### src/rtl/divider_array_reconstruct_seq.sv
// Sequential reconstruction checker: recomputes q*d + r with an 8-step
// shift-add multiplier and compares it against the dividend n. It reports
// the per-sample absolute error and keeps saturating error statistics.
module divider_array_reconstruct_seq #(
   parameter int SUM_W = 24,
   parameter int CNT_W = 16
) (
   input  logic             clk,
   input  logic             rst,
   input  logic [15:0]      n,
   input  logic [7:0]       d,
   input  logic [7:0]       q,
   input  logic [7:0]       r,
   input  logic             in_valid,
   output logic             in_ready,
   output logic [15:0]      prod,
   output logic [15:0]      err_abs,
   output logic             match,
   output logic             out_valid,
   input  logic             out_ready,
   input  logic             clr_stats,
   output logic [SUM_W-1:0] err_sum,
   output logic [CNT_W-1:0] sample_cnt
);

   typedef enum logic [1:0] {IDLE, MUL, FIN, DONE} state_t;

   // Wide enough to hold err_sum + err_abs without losing the carry.
   localparam int EXT_W = ((SUM_W > 16) ? SUM_W : 16) + 1;

   state_t           state_q, state_d;
   logic [15:0]      n_q, n_d;
   logic [7:0]       d_q, d_d;
   logic [7:0]       q_q, q_d;
   logic [7:0]       r_q, r_d;
   logic [16:0]      acc_q, acc_d;
   logic [2:0]       step_q, step_d;
   logic [15:0]      prod_q, prod_d;
   logic [15:0]      err_abs_q, err_abs_d;
   logic             match_q, match_d;
   logic [SUM_W-1:0] err_sum_q, err_sum_d;
   logic [CNT_W-1:0] sample_cnt_q, sample_cnt_d;

   logic [16:0]      addend;
   logic [15:0]      fin_prod;
   logic [15:0]      fin_err;
   logic [SUM_W-1:0] sum_base;
   logic [CNT_W-1:0] cnt_base;

   function automatic logic [SUM_W-1:0] sat_add_sum(input logic [SUM_W-1:0] a,
                                                   input logic [15:0] b);
      logic [EXT_W-1:0] s;
      s = EXT_W'(a) + EXT_W'(b);
      if (s > EXT_W'({SUM_W{1'b1}}))
         return {SUM_W{1'b1}};
      return s[SUM_W-1:0];
   endfunction

   function automatic logic [CNT_W-1:0] sat_inc_cnt(input logic [CNT_W-1:0] a);
      if (&a)
         return a;
      return a + CNT_W'(1);
   endfunction

   // Datapath helpers: shifted partial product and final reconstruction.
   always_comb begin
      addend   = 17'(d_q) << step_q;
      fin_prod = 16'(acc_q + 17'(r_q));
      fin_err  = (fin_prod >= n_q) ? (fin_prod - n_q) : (n_q - fin_prod);
      // A clear in the same cycle as a FIN update is applied before the add.
      sum_base = clr_stats ? '0 : err_sum_q;
      cnt_base = clr_stats ? '0 : sample_cnt_q;
   end

   // Next-state, datapath and statistics update.
   always_comb begin
      state_d      = state_q;
      n_d          = n_q;
      d_d          = d_q;
      q_d          = q_q;
      r_d          = r_q;
      acc_d        = acc_q;
      step_d       = step_q;
      prod_d       = prod_q;
      err_abs_d    = err_abs_q;
      match_d      = match_q;
      err_sum_d    = sum_base;
      sample_cnt_d = cnt_base;
      unique case (state_q)
         IDLE: begin
            if (in_valid) begin
               n_d     = n;
               d_d     = d;
               q_d     = q;
               r_d     = r;
               acc_d   = '0;
               step_d  = '0;
               state_d = MUL;
            end
         end
         MUL: begin
            if (q_q[0])
               acc_d = acc_q + addend;
            q_d    = q_q >> 1;
            step_d = step_q + 3'd1;
            if (step_q == 3'd7)
               state_d = FIN;
         end
         FIN: begin
            prod_d       = fin_prod;
            err_abs_d    = fin_err;
            match_d      = (fin_prod == n_q);
            err_sum_d    = sat_add_sum(sum_base, fin_err);
            sample_cnt_d = sat_inc_cnt(cnt_base);
            state_d      = DONE;
         end
         DONE: begin
            if (out_ready)
               state_d = IDLE;
         end
         default: state_d = IDLE;
      endcase
   end

   // Control, visible results and statistics: cleared by reset.
   always_ff @(posedge clk) begin
      if (rst) begin
         state_q      <= IDLE;
         prod_q       <= '0;
         err_abs_q    <= '0;
         match_q      <= 1'b0;
         err_sum_q    <= '0;
         sample_cnt_q <= '0;
      end else begin
         state_q      <= state_d;
         prod_q       <= prod_d;
         err_abs_q    <= err_abs_d;
         match_q      <= match_d;
         err_sum_q    <= err_sum_d;
         sample_cnt_q <= sample_cnt_d;
      end
   end

   // Operand and accumulator registers: always reloaded on accept.
   always_ff @(posedge clk) begin
      n_q    <= n_d;
      d_q    <= d_d;
      q_q    <= q_d;
      r_q    <= r_d;
      acc_q  <= acc_d;
      step_q <= step_d;
   end

   assign in_ready   = (state_q == IDLE);
   assign out_valid  = (state_q == DONE);
   assign prod       = prod_q;
   assign err_abs    = err_abs_q;
   assign match      = match_q;
   assign err_sum    = err_sum_q;
   assign sample_cnt = sample_cnt_q;

endmodule

### config.mk
export PLATFORM = sky130hd
export DESIGN_NAME = divider_array_reconstruct_seq
export DESIGN_NICKNAME = d
export VERILOG_FILES = /design/src/rtl/divider_array_reconstruct_seq.sv
export SDC_FILE = /design/constraint.sdc
export NUM_CORES = 1
export LEC_CHECK = 0
export ABC_AREA = 1
export BUFFER_PORTS_ARGS = -buffer_cell sky130_fd_sc_hd__buf_4
export CORE_ASPECT_RATIO = 0.8
export CORE_MARGIN = 3
export CORE_UTILIZATION = 35
export CTS_CLUSTER_DIAMETER = 120
export DETAILED_ROUTE_END_ITERATION = 6
export GPL_TIMING_DRIVEN = 0
export PLACE_DENSITY_LB_ADDON = 0.25
export RECOVER_POWER = 100
export SYNTH_ARGS = -nofsm -noshare
export SYNTH_HDL_FRONTEND = slang
export SYNTH_SLANG_ARGS = --single-unit
### constraint.sdc
create_clock -name clk -period 5.7 [get_ports clk]
set_input_delay 0.285 -clock clk [delete_from_list [all_inputs] [get_ports clk]]
set_output_delay 0.285 -clock clk [all_outputs]
set_load 0.01 [all_outputs]
==> results.toml, run 1 <==
[status]
status = "completed"

[placement]
dpl_cell_area_mm2 = 0.0118
place.gp.congestion = 0.932
portBuffers = 118
dpl.hpwl_mm = 26.8

[logic_synthesis]
syn_avg_cell_area_um2 = 6.54
synth_nets = 1730
yosysSeqAreaShare_pct = 31.2
synth_cell_type_count = 46
ys_ff_latch = 134
ys_warn_count = 0
syn_area_mm2 = 0.0105
synthCells = 1602

[timing]
final_max_slew_viol_count = 0
skew_ns = 0.0174
fmax_mhz = 188
finalCritPeriodShare_pct = 93.6
worstMarginPinSlew_ns = 1.29
finalHoldViolations = 0
timing.slew.headroom_pct = 13.7
period_minus_slack_ns = 5.33
finalSetupViolations = 0

[detailed_routing]
ant_nets = 0
drc_errors = 0
wl_per_cell_um = 15.5
vias_per_cell = 4.84
via_count = 10300
wl_mm = 33.1
drtPass1Iterations = 6
drt-initial-drc-count = 747

[worst_setup_path]
timing.rr.start = "acc_q[0]$_SDFFCE_PN0P_"
critPathCaptureType = "flip-flop"
r2r_end = "err_sum[10]$_SDFF_PP0_"
arrival_ns = 5.65
slowest_delay_ns = 0.45
crit_fanout = 10
r2r_setup_slack_ns = 0.37
cpMostUsedCell = "nand2_1"
worst-setup-path-type = "reg -> reg"
worst_setup_path_start_kind = "flip-flop"
required_ns = 6.02
critPathCapture = "err_sum[10]$_SDFF_PP0_"
crit_start = "acc_q[0]$_SDFFCE_PN0P_"
reg2reg_depth = 31
cpMaxStageDelayCell = "xor2_1"

[clock_tree]
cts_root_buf = "clkbuf_16"
numCtsBuffers = 17
cts_tree = "built"
clk_latency_ns = 0.44
cts_max_path_buffers = 2
holdBufCountCts = 0
path_clk_slew_ns = 0.07
cts_max_level = 4
clock_sinks = 134

[grt]
grt_max_degree = 33
grt_util_all_layers_pct = 21.0
grt_pass1_vias = 9891
antenna_found_initial = 1
grt_first_pass_wirelength_mm = 52.6
overflow = 0

[cells_and_area]
nets = 1874
n_antenna_cell = 0
regArea_mm2 = 0.00327
syn_to_final_growth_pct = 17.1
multi_input_area_mm2 = 0.00599
final_area_mm2 = 0.0123
n_fill_cell = 3227
drive_above_1_share_pct = 7.85

[floorplan]
initial_core_util_pct = 35.6
fp-row-count = 56
core_area_mm2 = 0.0294
die_x_um = 199
die_h_um = 161
boundaryPins = 120
dieArea_mm2 = 0.0321

[job]
cap_violations = 0

[worst_hold_path]
hp-class = "in -> reg"
-- flip-flops by register name (all words and copies together) (netlist names) --
register    cells
d_q             8
q_q             8
err_sum        24
r_q             8
sample_cnt     16
state_q         2
err_abs        16
prod           16
step_q          3
n_q            16
acc_q          16
match           1
-- worst min-delay path by stage --
stage | startpoint | endpoint | slack, ns | cells past startpoint
floorplan | d[0] | d_q[0]$_DFFE_PP_ | 0.38 | 0
global placement | d[4] | d_q[4]$_DFFE_PP_ | 0.46 | 1
detailed placement | n[15] | n_q[15]$_DFFE_PP_ | 0.46 | 1
CTS | n[2] | n_q[2]$_DFFE_PP_ | 0.004 | 1
global route | n[7] | n_q[7]$_DFFE_PP_ | 0.02 | 1
finish | r[6] | r_q[6]$_DFFE_PP_ | 0.04 | 1
-- cells by family after synthesis --
logic type	count (synthesis)	share of synthesized area, %
AO/OA/AOI/OAI	204	10.5
XOR/XNOR	39	3.26
adder cells (fa/ha/maj)	83	10.3
buffers and inverters	339	12.5
flip-flops	134	31.2
multiplexers	4	0.382
AND/OR/NAND/NOR	799	31.9
-- final cells by class --
type                       count  area share (%)
multi-input combinational   1129            48.8
sequential                   134            26.7
inverter                     301            9.22
timing repair buffer         126            5.27
tap                          377            3.84
clock buffer                  18            3.67
buffer                        37            1.39
clock inverter                14            1.16
-- cell usage after synthesis, drive strengths merged --
| master | number | area [µm²] |
|---|---|---|
| nand4 | 16 | 100 |
| a21oi | 106 | 557 |
| o211ai | 5 | 37.5 |
| mux2i | 4 | 40.0 |
| and2 | 4 | 25.0 |
| ha | 78 | 976 |
| nand3b | 1 | 7.51 |
| buf | 14 | 87.6 |
| o221ai | 1 | 8.76 |
| a31oi | 2 | 12.5 |
| nor2 | 144 | 568 |
| xnor2 | 15 | 131 |
| o22ai | 2 | 12.5 |
| xor2 | 24 | 210 |
| nor3 | 17 | 106 |
| and3 | 2 | 12.5 |
| nand3 | 115 | 593 |
| dfxtp | 75 | 1500 |
| o21bai | 1 | 7.51 |
| a21o | 2 | 15.0 |
| a21boi | 1 | 7.51 |
| clkinv | 2 | 7.51 |
| clkbuf | 24 | 90.1 |
| inv | 299 | 1120 |
| o21a | 6 | 45.0 |
| o21ai | 75 | 375 |
| nand2 | 495 | 1900 |
| edfxtp | 59 | 1770 |
| o31ai | 2 | 15.0 |
| or2 | 2 | 12.5 |
| fa | 5 | 100 |
| a211oi | 1 | 7.51 |
| nor4 | 3 | 18.8 |
-- worst max-delay path: cells and delay by family (launching register included) --
family / cells / cell delay (ns)
xor+xnor: 1 / 0.45
buf+inv: 6 / 0.80
flops: 1 / 0.44
compound gates: 3 / 0.35
simple gates: 17 / 1.93
fa+ha+maj: 4 / 1.24
-- cell usage in the layout, fill, tap and decap left out, types with 5 or more instances in the layout --
cell type	instances
a21oi_1	97
a21oi_2	9
buf_4	16
clkbuf_1	106
clkbuf_16	18
clkbuf_4	31
dfxtp_1	75
edfxtp_1	59
fa_1	5
ha_1	69
ha_2	5
inv_1	292
inv_6	7
inv_8	5
nand2_1	479
nand2_2	16
nand3_1	113
nand4_1	16
nor2_1	140
nor3_1	15
o211ai_1	5
o21a_1	6
o21ai_0	74
xnor2_1	14
xor2_1	23
-- timing repair --
| action | in CTS | in global routing |
|---|---|---|
| gates resized for setup | 2 | 20 |
| setup endpoints to repair | 17 | 24 |
| setup buffers | 0 | 6 |
| pin swaps | 0 | 3 |
-- through the flow --
| stage | setup WS (ns) | utilization (%) | hold slack, ns | cells | setup TNS [ns] |
|---|---|---|---|---|---|
| 2_1_floorplan | 1.38 | - | 0.384 | 1602 | 0 |
| 3_3_place_gp | -0.0828 | 40.2 | 0.463 | 2097 | -1.16 |
| 3_5_place_dp | -0.0589 | 40.3 | 0.464 | 2098 | -0.400 |
| 4_1_cts | 0.134 | 42.3 | 0.00440 | 2130 | 0 |
| 5_1_grt | -0.00683 | 41.7 | 0.0240 | 2136 | -0.00683 |
| 6_report | 0.368 | 41.7 | 0.0438 | 2136 | 0 |
-- layer usage --
metal / GRT usage, % / vias up / routed length [µm] / share of wire [%]
met3: 4.30 / 30 / 2340 / 7.1
met2: 32.8 / 262 / 14500 / 44
met1: 29.9 / 4711 / 15800 / 48
li1: - / 5324 / - / -
met5: 0 / - / 20 / 0.060
met4: 4.79 / 2 / 422 / 1.3
Power of run 1 is not shown: default switching activity piles up to over one toggle a cycle in this logic, so the estimate is an artifact.
==> inputs of run 2 (changes only) <==
--- a/config.mk
+++ b/config.mk
@@ -5,7 +5,6 @@
 export SDC_FILE = /design/constraint.sdc
 export NUM_CORES = 1
 export LEC_CHECK = 0
-export ABC_AREA = 1
 export BUFFER_PORTS_ARGS = -buffer_cell sky130_fd_sc_hd__buf_4
 export CORE_ASPECT_RATIO = 0.8
 export CORE_MARGIN = 3
==> results.toml, run 2 <==
[detailed_routing]
wl_per_cell_um = 17.4
drtPass1Iterations = 5
drc_errors = 0
vias_per_cell = 5.23
drt-initial-drc-count = 494
ant_nets = 0
via_count = 7796
wl_mm = 26.0

[placement]
portBuffers = 119
dpl.hpwl_mm = 19.1
dpl_cell_area_mm2 = 0.0104
place.gp.congestion = 0.874

[floorplan]
die_h_um = 149
die_x_um = 185
boundaryPins = 120
core_area_mm2 = 0.0248
fp-row-count = 51
initial_core_util_pct = 36.2
dieArea_mm2 = 0.0277

[cells_and_area]
largest_reg_flops = 24
final_area_mm2 = 0.0117
final_core_util_pct = 47.1
nets = 1287
final_cell_mix = "clkbuf_1 (103), nor2_1 (84), dfxtp_1 (75)"
n_fill_cell = 2381
layout_commonest_cell = "clkbuf_1"
n_antenna_cell = 0
drive_above_1_share_pct = 21.1
syn_to_final_growth_pct = 30.1

[logic_synthesis]
synthArstFlopShare_pct = 0
synth_edf_count = 59
synth_commonest_cells = "nor2_1 (87), ha_1 (78), dfxtp_1 (75)"
yosysSeqAreaShare_pct = 36.4
synth_top_family_by_area = "simple AND/OR/NAND/NOR gates"
synth_compound_area_share_pct = 17.4
synth-xor-area-share_pct = 6.04
yosys.area_share.simple_pct = 18.1
syn_area_mm2 = 0.00899
ys_ff_latch = 134
ys_warn_count = 0
synthAdderAreaFrac_pct = 12.0
synthCells = 971
synth_most_common_cell = "nor2_1"
synth_nets = 1099
synth_area_leader_cell = "edfxtp_1"
synth_flop_cell = "dfxtp_1"
synth_cell_type_count = 76
syn_avg_cell_area_um2 = 9.26
synth_top_cell_area_share_pct = 19.7
synthMuxAreaShare_pct = 5.45
synth_area_leaders = "edfxtp_1 (20%), dfxtp_1 (17%), ha_1 (11%)"

[grt]
antenna_found_initial = 1
grt_util_all_layers_pct = 18.3
overflow = 0
grt_max_degree = 33
grt_first_pass_wirelength_mm = 39.5
grt_pass1_vias = 7328

[timing]
skew_ns = 0.0122
final_max_slew_viol_count = 50
grt_setup_unrepaired = "yes"
period_minus_slack_ns = 6.19
finalCritPeriodShare_pct = 109
fin_tns_setup_ns = -10.43
finalSetupViolations = 24
timing.slew.headroom_pct = -54.6
worstMarginPinSlew_ns = 2.32
fmax_mhz = 162
hold_slack_ns = 0.0426
finalHoldViolations = 0
fin_ws_ns = -0.489

[clock_tree]
cts_tree = "built"
cts_root_buf = "clkbuf_16"
numCtsBuffers = 17
path_clk_slew_ns = 0.07
clk_latency_ns = 0.44
cts_max_level = 4
clock_sinks = 134
cts_max_path_buffers = 2
holdBufCountCts = 0

[worst_setup_path]
worst-setup-path-type = "reg -> reg"
required_ns = 5.99
arrival_ns = 6.48
cpMaxStageDelayCell = "edfxtp_1"
critPathCaptureType = "flip-flop"
worst_setup_path_start_kind = "flip-flop"
crit_fanout = 7
slowest_delay_ns = 0.46

[worst_hold_path]
hp-class = "in -> reg"

[status]
violations = "max-capacitance violations, max-slew violations, negative setup slack"
status = "complete, but fails checks"

[job]
cap_violations = 2
-- run 2: timing repair --
item | CTS | global route
setup endpoints to repair | 24 | 24
gates resized for setup | 57 | 54
pin swaps | 39 | 42
cloned | 2 | 0
buffers inserted | 29 | 20
-- run 2: per-stage QoR --
| stage | cells | worst slack (ns) |
|---|---|---|
| floorplan | 971 | -0.0588 |
| global placement | 1408 | -1.18 |
| detailed placement | 1408 | -1.18 |
| CTS | 1471 | -0.424 |
| global route | 1490 | -0.702 |
| finish | 1490 | -0.489 |
-- run 2: layer usage --
metal  vias up  routed length [µm]  GRT usage, %
met3        29                1630          4.27
li1       3861                   -             -
met2       207               12200          30.5
met1      3697               11800          24.4
met5         -                  13             0
met4         2                 321          3.86
-- run 2: final timing paths --
kind	startpoint	end	slack, ns	cells past startpoint
max	acc_q[0]$_SDFFCE_PN0P_	err_sum[4]$_SDFF_PP0_	-0.49	29
min	r[1]	r_q[1]$_DFFE_PP_	0.04	1
max reg2reg	acc_q[0]$_SDFFCE_PN0P_	err_sum[4]$_SDFF_PP0_	-0.49	29
min reg2reg	err_abs[8]$_SDFFE_PP0P_	err_abs[8]$_SDFFE_PP0P_	0.48	2
-- run 2: layout make-up --
class	instances	area, µm²	share of cell area (%)
Timing Repair Buffer	170	1060	9.07
Inverter	63	236	2.02
Tap cell	318	398	3.40
Buffer	40	209	1.79
Clock inverter	12	100	0.855
Sequential cell	134	3270	28.0
Clock buffer	20	500	4.28
Multi-Input combinational cell	733	5920	50.6
-- run 2: cells by family after synthesis --
group / count (synthesis)
fa+ha+maj: 83
buf+inv: 104
flops: 134
compound gates: 227
simple gates: 315
mux: 46
xor+xnor: 62
-- run 2: critical path: cells and delay by family, from the launching register on --
kind                       cells  cell delay (ns)
adders and majority gates      4             1.12
muxes                          1             0.27
DFF                            1             0.46
AOI/OAI and AO/OA             13             2.21
and+or+nand+nor                6             1.08
xor gates and xnor gates       1             0.26
buffers and inverters          4             0.65
Power of run 2 is left out for the same reason.
==> inputs of run 3 (changes only) <==
--- a/config.mk
+++ b/config.mk
@@ -9,6 +9,7 @@
 export CORE_ASPECT_RATIO = 0.8
 export CORE_MARGIN = 3
 export CORE_UTILIZATION = 35
+export CTS_BUF_LIST = sky130_fd_sc_hd__clkbuf_8
 export CTS_CLUSTER_DIAMETER = 120
 export DETAILED_ROUTE_END_ITERATION = 6
 export GPL_TIMING_DRIVEN = 0
==> constraint.sdc (replaced) <==
create_clock -name clk -period 6.2 [get_ports clk]
set_input_delay 0.31 -clock clk [delete_from_list [all_inputs] [get_ports clk]]
set_output_delay 0.31 -clock clk [all_outputs]
set_load 0.01 [all_outputs]
==> results.toml, run 3 (synthesis results as in run 2) <==
[cells_and_area]
final_cell_mix = "clkbuf_1 (103), nor2_1 (86), dfxtp_1 (75)"
largest_reg_flops = 24
nets = 1318
n_antenna_cell = 0
syn_to_final_growth_pct = 31.1
layout_commonest_cell = "clkbuf_1"
final_area_mm2 = 0.0118
drive_above_1_share_pct = 20.1
final_core_util_pct = 47.5

[clock_tree]
cts_tree = "built"
cts_max_path_buffers = 2
path_clk_slew_ns = 0.09
numCtsBuffers = 17
cts_max_level = 4
clk_latency_ns = 0.47
cts_root_buf = "clkbuf_8"
clock_sinks = 134

[grt]
grt_util_all_layers_pct = 18.8
overflow = 0
grt_first_pass_wirelength_mm = 40.9
antenna_found_initial = 0
grt_pass1_vias = 7670
grt_max_degree = 33

[placement]
portBuffers = 119
dpl.hpwl_mm = 19.0
dpl_cell_area_mm2 = 0.0103
place.gp.congestion = 0.902

[floorplan]
die_h_um = 149
fp-row-count = 51
die_x_um = 185
initial_core_util_pct = 36.2
boundaryPins = 120
dieArea_mm2 = 0.0277
core_area_mm2 = 0.0248

[status]
status = "complete, but fails checks"
violations = "max-capacitance violations, max-slew violations"

[timing]
finalHoldViolations = 0
hold_slack_ns = 0.0504
timing.slew.headroom_pct = -55.2
finalCritPeriodShare_pct = 98.3
worstMarginPinSlew_ns = 2.33
final_max_slew_viol_count = 33
period_minus_slack_ns = 6.09
fmax_mhz = 164
skew_ns = 0.0133
finalSetupViolations = 0
fin_tns_setup_ns = 0

[worst_setup_path]
crit_fanout = 6
required_ns = 6.53
timing.rr.start = "acc_q[0]$_SDFFCE_PN0P_"
worst-setup-path-type = "reg -> reg"
crit_start = "acc_q[0]$_SDFFCE_PN0P_"
cpMaxStageDelayCell = "edfxtp_1"
worst_setup_path_start_kind = "flip-flop"
critPathCaptureType = "flip-flop"
cpMostUsedCell = "a21oi_2"
slowest_delay_ns = 0.48
arrival_ns = 6.42

[detailed_routing]
wl_mm = 26.2
ant_nets = 0
vias_per_cell = 5.17
via_count = 7861
drt-initial-drc-count = 456
drc_errors = 0
wl_per_cell_um = 17.2
drtPass1Iterations = 5

[worst_hold_path]
hp-class = "in -> reg"
worstHoldStart = "n[0]"

[job]
cap_violations = 1
run 3: metal layers:
layer / part of all wire [%] / global-route usage [%]
met1: 48 / 26.0
met5: 0 / 0
met2: 45 / 29.2
met4: 1.9 / 5.47
met3: 5.6 / 4.85
run 3: layout make-up:
| type | count | area (µm²) |
|---|---|---|
| plain buffers | 37 | 180 |
| clock buffers | 17 | 234 |
| clock inverters | 15 | 169 |
| fillers | 2380 | 13000 |
| inverters | 63 | 236 |
| multi-input cells | 733 | 5960 |
| flip-flops and latches | 134 | 3270 |
| well taps | 318 | 398 |
| repair buffers | 204 | 1340 |
run 3: timing repair:
item | 4_1_cts | 5_1_grt
endpoints found under the setup margin | 24 | 24
hold endpoints to repair | 27 | 1
pin swaps | 45 | 47
setup buffers | 38 | 18
resized for setup | 74 | 52
cloned | 1 | 0
hold buffers | 27 | 1
run 3: final timing paths:
kind                             end  slack, ns  cells past startpoint
min                 n_q[0]$_DFFE_PP_       0.05                      1
max            err_sum[2]$_SDFF_PP0_       0.11                     30
min reg2reg  err_abs[7]$_SDFFE_PP0P_       0.49                      2
max reg2reg    err_sum[2]$_SDFF_PP0_       0.11                     30
run 3: stage by stage:
step	worst slack (ns)	instances
floorplan	0.00787	971
global placement	-1.60	1408
detailed placement	-1.58	1408
CTS	0.00765	1505
global route	-0.0980	1521
finish	0.107	1521
run 3: critical path, delay by kind of cell, from the launching register on:
kind / cells / cell delay [ns]
buf+inv: 4 / 0.71
compound gates: 18 / 3.09
xor+xnor: 1 / 0.25
fa+ha+maj: 4 / 1.10
flops: 1 / 0.48
simple gates: 3 / 0.33
Power of run 3 is left out for the same reason.
